$ cat config.mk
export PLATFORM = sky130hd
export DESIGN_NAME = ides8_word_align_flat
export DESIGN_NICKNAME = d
export VERILOG_FILES = /design/src/rtl/ides8_word_align_pkg.sv /design/src/rtl/ides8_word_align_if.sv /design/src/rtl/ides8_word_align.sv /design/src/flat_wrapper.sv
export SDC_FILE = /design/constraint.sdc
export NUM_CORES = 1
export LEC_CHECK = 0
export ABC_AREA = 1
export BUFFER_PORTS_ARGS = -buffer_cell sky130_fd_sc_hd__clkbuf_2
export CAP_MARGIN = 30
export CORE_UTILIZATION = 48
export CTS_CLUSTER_DIAMETER = 40
export DETAILED_ROUTE_END_ITERATION = 16
export GPL_TIMING_DRIVEN = 1
export HOLD_SLACK_MARGIN = 0.12
export PLACE_DENSITY = 0.72
export SLEW_MARGIN = 10
export SYNTH_ARGS = -nofsm -noshare
export SYNTH_HDL_FRONTEND = slang
export SYNTH_SLANG_ARGS = --single-unit
$ cat constraint.sdc
create_clock -name clk -period 1.3 [get_ports clk]
set_clock_uncertainty 0.05 [all_clocks]
set_input_delay 0 -clock clk [delete_from_list [all_inputs] [get_ports clk]]
set_output_delay 0 -clock clk [all_outputs]
set_load 0.05 [all_outputs]
$ cat src/rtl/ides8_word_align_pkg.sv
// Shared types and helpers for the IDES8 word-alignment controller.
package ides8_align_pkg;

  typedef enum logic [2:0] {
    ST_IDLE,
    ST_CHECK,
    ST_SLIP,
    ST_SETTLE,
    ST_LOCKED,
    ST_FAIL
  } state_t;

  localparam logic [7:0] DEFAULT_PATTERN = 8'h6A;

  function automatic int slip_cnt_width(input int max_slips);
    return $clog2(max_slips + 1);
  endfunction

endpackage

$ cat src/rtl/ides8_word_align_if.sv
// Link-side bundle of the IDES8 word-alignment controller: request, data and status.
interface ides8_word_align_if
  import ides8_align_pkg::*;
#(
  parameter int MAX_SLIPS = 16
);

  localparam int SLIP_W = slip_cnt_width(MAX_SLIPS);

  logic              start_i;
  logic              train_i;
  logic [7:0]        q_i;
  logic              calib_o;
  logic              busy_o;
  logic              locked_o;
  logic              fail_o;
  logic [SLIP_W-1:0] slip_cnt_o;

  modport master (
    output start_i, train_i, q_i,
    input  calib_o, busy_o, locked_o, fail_o, slip_cnt_o
  );

  modport slave (
    input  start_i, train_i, q_i,
    output calib_o, busy_o, locked_o, fail_o, slip_cnt_o
  );

endinterface

$ cat src/rtl/ides8_word_align.sv
// IDES8 lane word aligner: slips the word boundary with CALIB until PATTERN is stable.
// Build option IDES8_ALIGN_MONITOR_EN enables loss-of-lock monitoring while LOCKED.
module ides8_word_align
  import ides8_align_pkg::*;
#(
  parameter logic [7:0] PATTERN       = DEFAULT_PATTERN,
  parameter int         MATCH_COUNT   = 4,
  parameter int         SETTLE_CYCLES = 3,
  parameter int         MAX_SLIPS     = 16,
  parameter int         LOSS_COUNT    = 4
) (
  input  logic              clk,
  input  logic              rst_i,
  ides8_word_align_if.slave bus
);

`ifdef IDES8_ALIGN_MONITOR_EN
  localparam bit MONITOR_EN = 1'b1;
`else
  localparam bit MONITOR_EN = 1'b0;
`endif

  localparam int SLIP_W   = slip_cnt_width(MAX_SLIPS);
  localparam int MATCH_W  = $clog2(MATCH_COUNT + 1);
  localparam int SETTLE_W = $clog2(SETTLE_CYCLES + 1);
  localparam int LOSS_W   = $clog2(LOSS_COUNT + 1);

  state_t              r_state, w_state_nx;
  logic [7:0]          r_q;
  logic [MATCH_W-1:0]  r_match_cnt, w_match_cnt_nx;
  logic [SETTLE_W-1:0] r_settle_cnt, w_settle_cnt_nx;
  logic [SLIP_W-1:0]   r_slip_cnt, w_slip_cnt_nx;
  logic [LOSS_W-1:0]   r_loss_cnt, w_loss_cnt_nx;
  logic                r_calib, r_busy, r_locked, r_fail;
  logic                w_match, w_slips_left, w_miss_trained, w_lost;

  assign w_match        = (r_q == PATTERN);
  assign w_slips_left   = (r_slip_cnt < SLIP_W'(MAX_SLIPS));
  assign w_miss_trained = MONITOR_EN && bus.train_i && !w_match;
  assign w_lost         = w_miss_trained && (r_loss_cnt == LOSS_W'(LOSS_COUNT - 1));

  always_comb begin
    // NOTE: every next-state value is defaulted first so no branch can infer a latch.
    w_state_nx      = r_state;
    w_match_cnt_nx  = r_match_cnt;
    w_settle_cnt_nx = r_settle_cnt;
    w_slip_cnt_nx   = r_slip_cnt;
    w_loss_cnt_nx   = '0;
    unique case (r_state)
      ST_IDLE, ST_FAIL: begin
        if (bus.start_i) begin
          w_state_nx     = ST_CHECK;
          w_match_cnt_nx = '0;
          w_slip_cnt_nx  = '0;
        end
      end
      ST_CHECK: begin
        // A full match count is acted on in the cycle after it is reached.
        if (r_match_cnt == MATCH_W'(MATCH_COUNT)) begin
          w_state_nx = ST_LOCKED;
        end else if (w_match) begin
          w_match_cnt_nx = r_match_cnt + 1'b1;
        end else begin
          w_match_cnt_nx = '0;
          w_state_nx     = w_slips_left ? ST_SLIP : ST_FAIL;
        end
      end
      ST_SLIP: begin
        if (w_slips_left) w_slip_cnt_nx = r_slip_cnt + 1'b1;
        w_settle_cnt_nx = '0;
        w_state_nx      = ST_SETTLE;
      end
      ST_SETTLE: begin
        w_match_cnt_nx = '0;
        if (r_settle_cnt == SETTLE_W'(SETTLE_CYCLES - 1)) begin
          w_settle_cnt_nx = '0;
          w_state_nx      = ST_CHECK;
        end else begin
          w_settle_cnt_nx = r_settle_cnt + 1'b1;
        end
      end
      ST_LOCKED: begin
        if (bus.start_i) begin
          w_state_nx     = ST_CHECK;
          w_match_cnt_nx = '0;
          w_slip_cnt_nx  = '0;
        end else if (w_lost) begin
          w_state_nx     = ST_SLIP;
          w_match_cnt_nx = '0;
          w_slip_cnt_nx  = '0;
        end else if (w_miss_trained) begin
          w_loss_cnt_nx = r_loss_cnt + 1'b1;
        end
      end
      default: w_state_nx = ST_IDLE;
    endcase
  end

  // NOTE: state and registered outputs use non-blocking assignments so every flop samples pre-edge values.
  always_ff @(posedge clk or posedge rst_i) begin
    if (rst_i) begin
      r_state      <= ST_IDLE;
      r_q          <= '0;
      r_match_cnt  <= '0;
      r_settle_cnt <= '0;
      r_slip_cnt   <= '0;
      r_loss_cnt   <= '0;
      r_calib      <= 1'b0;
      r_busy       <= 1'b0;
      r_locked     <= 1'b0;
      r_fail       <= 1'b0;
    end else begin
      r_state      <= w_state_nx;
      r_q          <= bus.q_i;
      r_match_cnt  <= w_match_cnt_nx;
      r_settle_cnt <= w_settle_cnt_nx;
      r_slip_cnt   <= w_slip_cnt_nx;
      r_loss_cnt   <= w_loss_cnt_nx;
      r_calib      <= (w_state_nx == ST_SLIP);
      r_busy       <= (w_state_nx inside {ST_CHECK, ST_SLIP, ST_SETTLE});
      r_locked     <= (w_state_nx == ST_LOCKED);
      r_fail       <= (w_state_nx == ST_FAIL);
    end
  end

  assign bus.calib_o    = r_calib;
  assign bus.busy_o     = r_busy;
  assign bus.locked_o   = r_locked;
  assign bus.fail_o     = r_fail;
  assign bus.slip_cnt_o = r_slip_cnt;

endmodule

$ cat src/flat_wrapper.sv
// flat-port wrapper written by rule: the top's interface ports become plain ports
module ides8_word_align_flat import ides8_align_pkg::*;
#(
  parameter logic [7:0] PATTERN       = DEFAULT_PATTERN,
  parameter int         MATCH_COUNT   = 4,
  parameter int         SETTLE_CYCLES = 3,
  parameter int         MAX_SLIPS     = 16,
  parameter int         LOSS_COUNT    = 4
)
  (clk, rst_i, bus_start_i, bus_train_i, bus_q_i, bus_calib_o, bus_busy_o, bus_locked_o, bus_fail_o, bus_slip_cnt_o);
  ides8_word_align_if #(.MAX_SLIPS(MAX_SLIPS)) bus_i ();
  input  logic clk;
  input  logic rst_i;
  input wire logic [$bits(bus_i.start_i)-1:0] bus_start_i;
  input wire logic [$bits(bus_i.train_i)-1:0] bus_train_i;
  input wire logic [$bits(bus_i.q_i)-1:0] bus_q_i;
  output wire logic [$bits(bus_i.calib_o)-1:0] bus_calib_o;
  output wire logic [$bits(bus_i.busy_o)-1:0] bus_busy_o;
  output wire logic [$bits(bus_i.locked_o)-1:0] bus_locked_o;
  output wire logic [$bits(bus_i.fail_o)-1:0] bus_fail_o;
  output wire logic [$bits(bus_i.slip_cnt_o)-1:0] bus_slip_cnt_o;
  assign bus_i.start_i = bus_start_i;
  assign bus_i.train_i = bus_train_i;
  assign bus_i.q_i = bus_q_i;
  assign bus_calib_o = bus_i.calib_o;
  assign bus_busy_o = bus_i.busy_o;
  assign bus_locked_o = bus_i.locked_o;
  assign bus_fail_o = bus_i.fail_o;
  assign bus_slip_cnt_o = bus_i.slip_cnt_o;
  ides8_word_align #(.PATTERN(PATTERN), .MATCH_COUNT(MATCH_COUNT), .SETTLE_CYCLES(SETTLE_CYCLES), .MAX_SLIPS(MAX_SLIPS), .LOSS_COUNT(LOSS_COUNT)) u_core (.clk(clk), .rst_i(rst_i), .bus(bus_i));
endmodule
==> impl_metrics.py, run 1 <==
metrics = {
    "run_status": {
        "run_status": "completed",
    },
    "power": {
        "peakVddDrop_mv": 1.457,
        "p_per_area_mw_per_mm2": 1943,
        "p_leak_uw": 0.0008371,
    },
    "sta": {
        "period_minus_slack_ns": 1.289,
        "finalCritPeriodShare_pct": 99.17,
        "tightest_slew_ns": 0.3087,
        "maxSlewViolCount": 0,
        "rsz0062_at_grt": "true",
        "finalSetupTns_ns": 0,
        "fmax_mhz": 775.6,
        "hold_violations": 0,
        "setup_viol": 0,
        "maxSlewHeadroom_pct": 79.42,
        "worst_hold_slack_ns": 0.2049,
    },
    "route": {
        "num_vias": 956,
        "detail-route-antenna-nets": 0,
        "firstDrtPassIters": 4,
        "drtIter0Drc": 12,
        "viasPerCell": 4.804,
        "route.detailed.drc": 0,
        "routed_wl_um": 2472,
        "route.detailed.wl_per_inst_um": 12.42,
    },
    "floorplan": {
        "die-area_sq_mm": 0.002579,
        "die_x_um": 50.79,
        "io_pins": 21,
        "start_util_pct": 51.15,
        "core_sq_mm": 0.002233,
        "fp-row-count": 17,
        "die_h_um": 50.79,
    },
    "yosys": {
        "syn_area_sq_mm": 0.001142,
        "synth-seq-cells": 25,
        "yosysWarnings": 0,
        "synth_most_common_cell": "dfrtp_1",
        "synth_cells": 123,
        "synth_top_area_cell": "dfrtp_1",
        "avgSynthCellArea_sq_um": 9.287,
        "synth_common_cells": "25 x dfrtp_1, 24 x nand2_1, 21 x inv_1",
        "synth.area.top_cells": "dfrtp_1 55%, nand2_1 7.9%, inv_1 6.9%",
        "synthDominantCellAreaShare_pct": 54.76,
        "synthArstFlopShare_pct": 100.0,
        "synth_ff_type": "dfrtp_1",
        "synthesis.nets": 138,
        "synth-edff-count": 0,
        "yosysSeqAreaShare_pct": 54.76,
        "ys_types": 24,
    },
    "finish": {
        "diodes": 0,
        "areaGrowthSynthToFinish_pct": 40.53,
        "nets": 187,
        "drive_gt1_share_pct": 43.86,
    },
    "placement": {
        "dpl.hpwl_um": 1576,
        "port_buffers": 19,
        "routabilityCongestion": 0.8406,
    },
    "setup_path": {
        "crit_family": "flip-flops",
        "crit_path_end_kind": "flop",
        "crit_buf_inv": 2,
        "critical_path.cell_chain": "inv_2, ha_4, nand2_4, buf_6, o21bai_4, nand2_2, o21ai_2",
        "path_max_fanout": 2,
        "crit_type": "flop to flop",
        "cpPeakStageDelay_ns": 0.42,
        "required_ns": 1.50,
        "start_kind": "flop",
        "cp_slowest_cell": "dfrtp_1",
        "critPathArrivalTime_ns": 1.49,
    },
    "clocking": {
        "htreeDepth": 1,
        "tritoncts": "built",
        "clk_latency_ns": 0.32,
        "cts.sinks": 25,
        "cts_buffer_depth": 2,
        "cts_buffers": 3,
        "cts-root-buf": "clkbuf_4",
        "clk_pin_slew_ns": 0.13,
    },
    "flow_run": {
        "cap_violations": 0,
    },
    "grt": {
        "first_global_vias": 968,
        "grt_usage_pct": 22.37,
        "grt_pass1_wl_um": 4146,
        "overflow": 0,
        "grt_max_degree": 26,
        "antenna_found_initial": 0,
    },
    "hold_path": {
        "min_path_type": "input pin to asynchronous set/reset pin",
    },
}
worst register-to-register path: cells and delay by family, from the launching register on:
family                     cells  cell delay, ns
AOI/OAI and AO/OA              2            0.26
adders and majority gates      1            0.14
buffers and inverters          2            0.22
DFF                            1            0.42
and+or+nand+nor                2            0.14
routing by layer:
metal	up-vias	part of all wire [%]	wire (um)	GRT usage (%)
met5	-	0	0	0
met4	0	2.3	57	10.65
met3	7	2.2	55	3.939
met2	12	55	1357	38.67
met1	457	41	1002	26.72
li1	480	-	-	-
cell usage in the layout (no fill, tap or decap), types with 5 or more instances in the layout:
master,instances
nor2_1,6
nand3_1,11
dfrtp_2,5
nand2_2,5
nand2_1,20
inv_2,6
dfrtp_1,20
inv_1,17
buf_4,13
dlygate4sd3_1,10
clkbuf_2,19
worst paths after layout:
kind | cells past startpoint | slack [ns] | endpoint | start
min | 4 | 0.20 | u_core.r_state[2] | rst_i
max in group asynchronous | 4 | 0.74 | u_core.bus.slip_cnt_o[1] | rst_i
min reg2reg | 1 | 0.48 | u_core.bus.slip_cnt_o[3] | u_core.bus.slip_cnt_o[3]
max | 7 | 0.01 | u_core.r_match_cnt[0] | u_core.r_match_cnt[1]
max reg2reg | 7 | 0.01 | u_core.r_match_cnt[0] | u_core.r_match_cnt[1]
min in group clk | 2 | 0.27 | u_core.r_q[6] | bus_q_i[6]
cells by family (layout without fill, tap and decap cells):
logic type / Yosys count / in the layout / synth area share, %
flops: 25 / 25 / 54.76
buf+inv: 24 / 72 / 7.886
xor+xnor: 1 / 1 / 0.7668
fa+ha+maj: 3 / 3 / 3.286
compound gates: 15 / 15 / 9.530
simple gates: 55 / 55 / 23.77
registers in the layout (all words and copies together) (netlist names):
signal / flops
u_core.bus.busy_o: 1
u_core.bus.calib_o: 1
u_core.bus.fail_o: 1
u_core.bus.locked_o: 1
u_core.bus.slip_cnt_o: 5
u_core.r_match_cnt: 3
u_core.r_q: 8
u_core.r_settle_cnt: 2
u_core.r_state: 3
metrics by stage:
| stage | utilization (%) | instance area (sq um) | std cells | power (uW) | setup WS [ns] |
|---|---|---|---|---|---|
| after floorplan | - | 1146 | 123 | 2135 | -0.06147 |
| after CTS | 67.84 | 1515 | 195 | 2910 | -0.007680 |
| final | 71.88 | 1605 | 199 | 3119 | 0.01075 |
| after global routing | 71.88 | 1605 | 199 | 3327 | -0.08514 |
| after detailed placement | 59.16 | 1321 | 176 | 2473 | -0.1077 |
| after global placement | 59.16 | 1321 | 176 | 2424 | -0.008637 |
power by group:
group | internal [uW] | switching [uW] | total, uW
combinational | 614 | 1040 | 1650
clock | 120 | 221 | 341
sequential | 956 | 172 | 1130
layout make-up:
cell class                 count  area [sq um]
sequential                    25         631.9
fill                         155         628.1
multi-input combinational     74         504.2
timing repair buffer          44         315.3
inverter                      24         92.59
tap                           28         35.03
clock buffer                   4         26.28
what timing repair did:
action | 4_1_cts | 5_1_grt
hold buffers | 10 | 0
setup buffers | 5 | 4
gates resized for setup | 12 | 20
gates cloned | 0 | 0
hold endpoints to repair | 43 | 0
pin swaps | 6 | 3
setup endpoints to repair | 8 | 13
Power figures use the tool's default switching activity.
==> run 2: changes to the inputs <==
- BUFFER_PORTS_ARGS: -buffer_cell sky130_fd_sc_hd__clkbuf_2 -> default
- CORE_UTILIZATION: 48 -> 54
- DONT_BUFFER_PORTS: default -> 1
- PLACE_DENSITY: 0.72 -> 0.71
==> impl_metrics.py, run 2 (synthesized netlist as in run 1, its figures left out) <==
metrics = {
    "run_status": {
        "run_status": "finished with violations",
        "violations": "setup timing",
    },
    "grt": {
        "grt_max_degree": 26,
        "grt_pass1_wl_um": 3401,
        "first_global_vias": 825,
        "antenna_found_initial": 0,
        "overflow": 0,
        "grt_usage_pct": 22.34,
    },
    "finish": {
        "final_util_pct": 77.27,
        "fillers": 130,
        "diodes": 0,
        "areaGrowthSynthToFinish_pct": 34.06,
        "top_register": "u_core.r_q",
        "seq_area_sq_um": 631.9,
        "nets": 173,
        "largest_register_ffs": 8,
        "multiInputGateArea_sq_um": 491.7,
        "fin_area_sq_mm": 0.001531,
        "drive_gt1_share_pct": 38.22,
        "layout_common_cells": "20 x nand2_1, 20 x dfrtp_1, 18 x buf_4, 16 x inv_1",
    },
    "hold_path": {
        "hold_start": "bus_q_i[6]",
        "holdPathEnd": "u_core.r_q[6]",
        "min_path_type": "input pin to flop",
        "holdPathStages": 1,
    },
    "flow_run": {
        "cap_violations": 0,
    },
    "setup_path": {
        "r2r_cells": 10,
        "cpPeakStageDelay_ns": 0.40,
        "crit_type": "flop to flop",
        "start_kind": "flop",
        "critical_path.cell_chain": "inv_2, ha_4, nand2_4, inv_2, nor2_4, nand3_2, nand2_4, inv_2, nand2_2, nor2_1",
        "crit_path_end_kind": "flop",
        "crit_family": "simple AND/OR/NAND/NOR gates",
        "critPathArrivalTime_ns": 1.52,
        "regToRegSetupSlack_ns": -0.04,
        "path_max_fanout": 3,
        "required_ns": 1.48,
        "timing.rr.end": "u_core.bus.fail_o",
        "r2r-start": "u_core.r_match_cnt[1]",
        "cp_common_cell": "inv_2",
        "cp_slowest_cell": "dfrtp_1",
        "crit_buf_inv": 3,
    },
    "clocking": {
        "clk_latency_ns": 0.33,
        "cts-root-buf": "clkbuf_4",
        "cts_buffer_depth": 2,
        "cts.sinks": 25,
        "cts_buffers": 3,
        "htreeDepth": 1,
        "tritoncts": "built",
        "clk_pin_slew_ns": 0.14,
    },
    "route": {
        "route.detailed.wl_per_inst_um": 12.67,
        "viasPerCell": 4.967,
        "detail-route-antenna-nets": 0,
        "drtIter0Drc": 14,
        "firstDrtPassIters": 4,
        "route.detailed.drc": 0,
        "routed_wl_um": 2332,
        "num_vias": 914,
    },
    "sta": {
        "finalSetupTns_ns": -0.07056,
        "maxSlewViolCount": 0,
        "setup_slack_ns": -0.03586,
        "rsz0062_at_grt": "true",
        "period_minus_slack_ns": 1.336,
        "maxSlewHeadroom_pct": 69.89,
        "finalCritPeriodShare_pct": 102.8,
        "tightest_slew_ns": 0.4520,
        "setup_viol": 3,
        "fmax_mhz": 748.6,
        "hold_violations": 0,
    },
    "power": {
        "design_power_total_uw": 3033,
        "p_per_area_mw_per_mm2": 1980,
        "p_leak_uw": 0.0007822,
        "peakVddDrop_mv": 1.554,
    },
    "floorplan": {
        "die_x_um": 48.00,
        "start_util_pct": 57.64,
        "core_sq_mm": 0.001982,
        "fp-row-count": 16,
        "die-area_sq_mm": 0.002304,
        "io_pins": 21,
        "die_h_um": 48.00,
    },
    "placement": {
        "post-place-ws_ns": -0.05118,
        "port_buffers": 0,
        "placed_cell_area_sq_mm": 0.001262,
        "dpl.hpwl_um": 1346,
        "routabilityCongestion": 0.8265,
    },
}
run 2: metrics by stage:
step	cells	hold WS, ns
after global routing	184	0.1557
after CTS	181	0.1663
after floorplan	123	-0.02289
after detailed placement	161	-0.09167
final	184	0.1641
after global placement	161	-0.09853
run 2: where the power goes:
part	total (uW)	internal, uW	switching, uW	leakage (uW)
sequential	1210	954	260	0.000303
clock	356	116	241	0.0000177
combinational	1460	573	890	0.000461
run 2: worst max-delay path by stage:
stage / start / to / cells after the start
6_report: u_core.r_match_cnt[1] / u_core.bus.fail_o / 10
4_1_cts: u_core.r_match_cnt[1] / u_core.r_match_cnt[1] / 7
2_1_floorplan: u_core.bus.slip_cnt_o[0] / u_core.bus.slip_cnt_o[2] / 4
3_5_place_dp: u_core.r_match_cnt[0] / u_core.r_match_cnt[1] / 7
3_3_place_gp: u_core.r_match_cnt[0] / u_core.r_match_cnt[1] / 7
5_1_grt: u_core.r_match_cnt[1] / u_core.bus.locked_o / 10
run 2: routing by layer:
layer  wire length, um  GRT usage [%]  share of wire, %  up-vias
li1                  -              -                 -      450
met1               980          25.48                42      444
met2              1241          37.84                53       15
met3                59          4.906               2.5        5
met4                51          13.89               2.2        0
met5                 0              0                 0        -
run 2: cell type report:
| type | instances | share of cell area, % |
|---|---|---|
| Clock inverter | 1 | 0.3268 |
| Tap cell | 27 | 2.206 |
| Clock buffer | 3 | 1.471 |
| Timing Repair Buffer | 30 | 16.75 |
| Sequential cell | 25 | 41.26 |
| Multi-Input combinational cell | 74 | 32.11 |
| Inverter | 24 | 5.882 |
run 2: timing repair:
item / CTS / global route
hold buffers: 11 / 0
endpoints found under the setup margin: 7 / 12
hold endpoints to repair: 46 / 0
gates resized for setup: 10 / 18
buffers inserted: 5 / 3
pin swaps: 4 / 6
==> run 3: changes to the inputs <==
- CELL_PAD_IN_SITES_DETAIL_PLACEMENT: default -> 1
- CELL_PAD_IN_SITES_GLOBAL_PLACEMENT: default -> 1
- CORE_UTILIZATION: 54 -> 41
- HOLD_SLACK_MARGIN: 0.12 -> 0.03
- clock period: 1.3 -> 1.15 ns (I/O delays scaled with it)
==> impl_metrics.py, run 3 (synthesized netlist as in run 1, its figures left out) <==
metrics = {
    "run_status": {
        "run_status": "finished with violations",
        "violations": "setup timing",
    },
    "sta": {
        "hold_violations": 0,
        "rsz0062_at_grt": "true",
        "setup_viol": 18,
        "fmax_mhz": 678.5,
        "tightest_slew_ns": 0.4862,
        "finalCritPeriodShare_pct": 128.2,
        "period_minus_slack_ns": 1.474,
        "worst_hold_slack_ns": 0.1436,
        "setup_slack_ns": -0.3239,
        "maxSlewHeadroom_pct": 67.61,
        "maxSlewViolCount": 0,
    },
    "clocking": {
        "cts_buffers": 3,
        "clk_latency_ns": 0.33,
        "cts.sinks": 25,
        "htreeDepth": 1,
        "cts_buffer_depth": 2,
        "tritoncts": "built",
        "cts-root-buf": "clkbuf_4",
        "clk_pin_slew_ns": 0.15,
    },
    "placement": {
        "port_buffers": 0,
        "post-place-ws_ns": -0.1925,
        "dpl.hpwl_um": 1830,
        "routabilityCongestion": 0.7542,
        "dp_cells": 173,
    },
    "floorplan": {
        "start_util_pct": 44.89,
        "core_sq_mm": 0.002545,
        "die_x_um": 54.79,
        "io_pins": 21,
        "fp-row-count": 18,
        "die_h_um": 54.79,
        "die-area_sq_mm": 0.003001,
    },
    "power": {
        "power.internal_uw": 2362,
        "p_per_area_mw_per_mm2": 2488,
        "p_leak_uw": 0.0008837,
        "peakVddDrop_mv": 2.052,
        "combPwrFrac_pct": 57.7,
        "p_seq_share_pct": 32.8,
        "switching_share_pct": 47.76,
        "power.net_switching_uw": 2159,
        "clkPwrFrac_pct": 9.5,
    },
    "setup_path": {
        "path_max_fanout": 3,
        "r2r_cells": 10,
        "crit_type": "flop to flop",
        "critPathArrivalTime_ns": 1.66,
        "start_kind": "flop",
        "required_ns": 1.33,
        "startpoint": "u_core.r_match_cnt[1]",
        "crit_path_end_kind": "flop",
        "r2r-start": "u_core.r_match_cnt[1]",
    },
    "grt": {
        "grt_usage_pct": 25.52,
        "grt_max_degree": 26,
        "grt_pass1_wl_um": 5175,
        "first_global_vias": 1091,
        "antenna_found_initial": 0,
        "overflow": 0,
    },
    "finish": {
        "drive_gt1_share_pct": 57.89,
        "nets": 187,
        "largest_register_ffs": 8,
        "top_register": "u_core.r_q",
        "multiInputGateArea_sq_um": 625.6,
        "final_util_pct": 71.39,
        "seq_area_sq_um": 633.1,
        "final_common_cell": "buf_4",
        "layout_common_cells": "26 x buf_4, 19 x dfrtp_1, 14 x inv_1, 12 x nand2_2, 11 x nand2_1",
        "areaGrowthSynthToFinish_pct": 59.04,
        "layout.cells.non_filler": 201,
        "fillers": 259,
        "diodes": 0,
    },
    "route": {
        "routed_wl_um": 4384,
        "route.detailed.drc": 0,
        "viasPerCell": 5.423,
        "detail-route-antenna-nets": 0,
        "firstDrtPassIters": 4,
        "route.detailed.wl_per_inst_um": 21.81,
        "drtIter0Drc": 25,
        "num_vias": 1090,
    },
    "hold_path": {
        "min_path_type": "input pin to asynchronous set/reset pin",
    },
    "flow_run": {
        "cap_violations": 0,
    },
}
==> run 3: cell count changes in the layout (fill, tap and decap cells not counted), sizes merged <==
cell	before	now
buf	19	34
dlygate4sd3	11	10
==> run 3: stage by stage <==
step	instance area (sq um)	setup TNS [ns]	power, uW
after CTS	1644	-1.444	3897
after global routing	1817	-4.029	4688
after global placement	1408	-1.116	3096
after detailed placement	1408	-1.652	3170
final	1817	-3.498	4521
after floorplan	1220	-0.2895	2577
==> run 3: critical path: stages (launching register included) <==
cell	delay, ns
dfrtp_1	0.43
inv_2	0.08
ha_4	0.17
nand2_4	0.07
inv_2	0.05
nor2_4	0.13
nand3_2	0.13
nand2_4	0.11
inv_1	0.05
nand2_1	0.06
nor2_1	0.04
==> run 3: worst paths after layout <==
| check | to | slack [ns] |
|---|---|---|
| worst min-delay path | u_core.r_q[7] | 0.14 |
| worst max register to register | u_core.bus.fail_o | -0.32 |
| worst max-delay path | u_core.bus.fail_o | -0.32 |
| min in group clk | u_core.r_q[0] | 0.16 |
| max in group asynchronous | u_core.r_state[2] | 0.63 |
| worst min register to register | u_core.bus.slip_cnt_o[3] | 0.51 |
==> run 3: power groups by stage <==
stage	clock network (uW)	registers [uW]	logic [uW]
floorplan	0	1640	935
global placement	0	1420	1680
detailed placement	0	1430	1740
CTS	422	1420	2050
global route	463	1490	2730
finish	431	1480	2610
==> run 3: layout make-up <==
| type | count | share of cell area (%) |
|---|---|---|
| multi-input cells | 74 | 34.44 |
| well taps | 30 | 2.066 |
| repair buffers | 44 | 21.90 |
| flip-flops and latches | 25 | 34.85 |
| inverters | 24 | 5.234 |
| clock buffers | 3 | 1.240 |
| clock inverters | 1 | 0.2755 |
==> run 3: what timing repair did <==
item                                   CTS  global route
setup buffers                            6             8
endpoints found under the hold margin   45             0
gates resized for setup                 18            30
setup endpoints to repair               17            18
pin swaps                                8            11
hold buffers                            10             0
==> run 3: per-layer routing <==
layer	vias up	track usage, %	routed length (um)
met5	-	0	0
met4	0	10.26	166
met3	19	3.889	147
met2	40	47.19	2410
met1	553	28.62	1660
li1	478	-	-
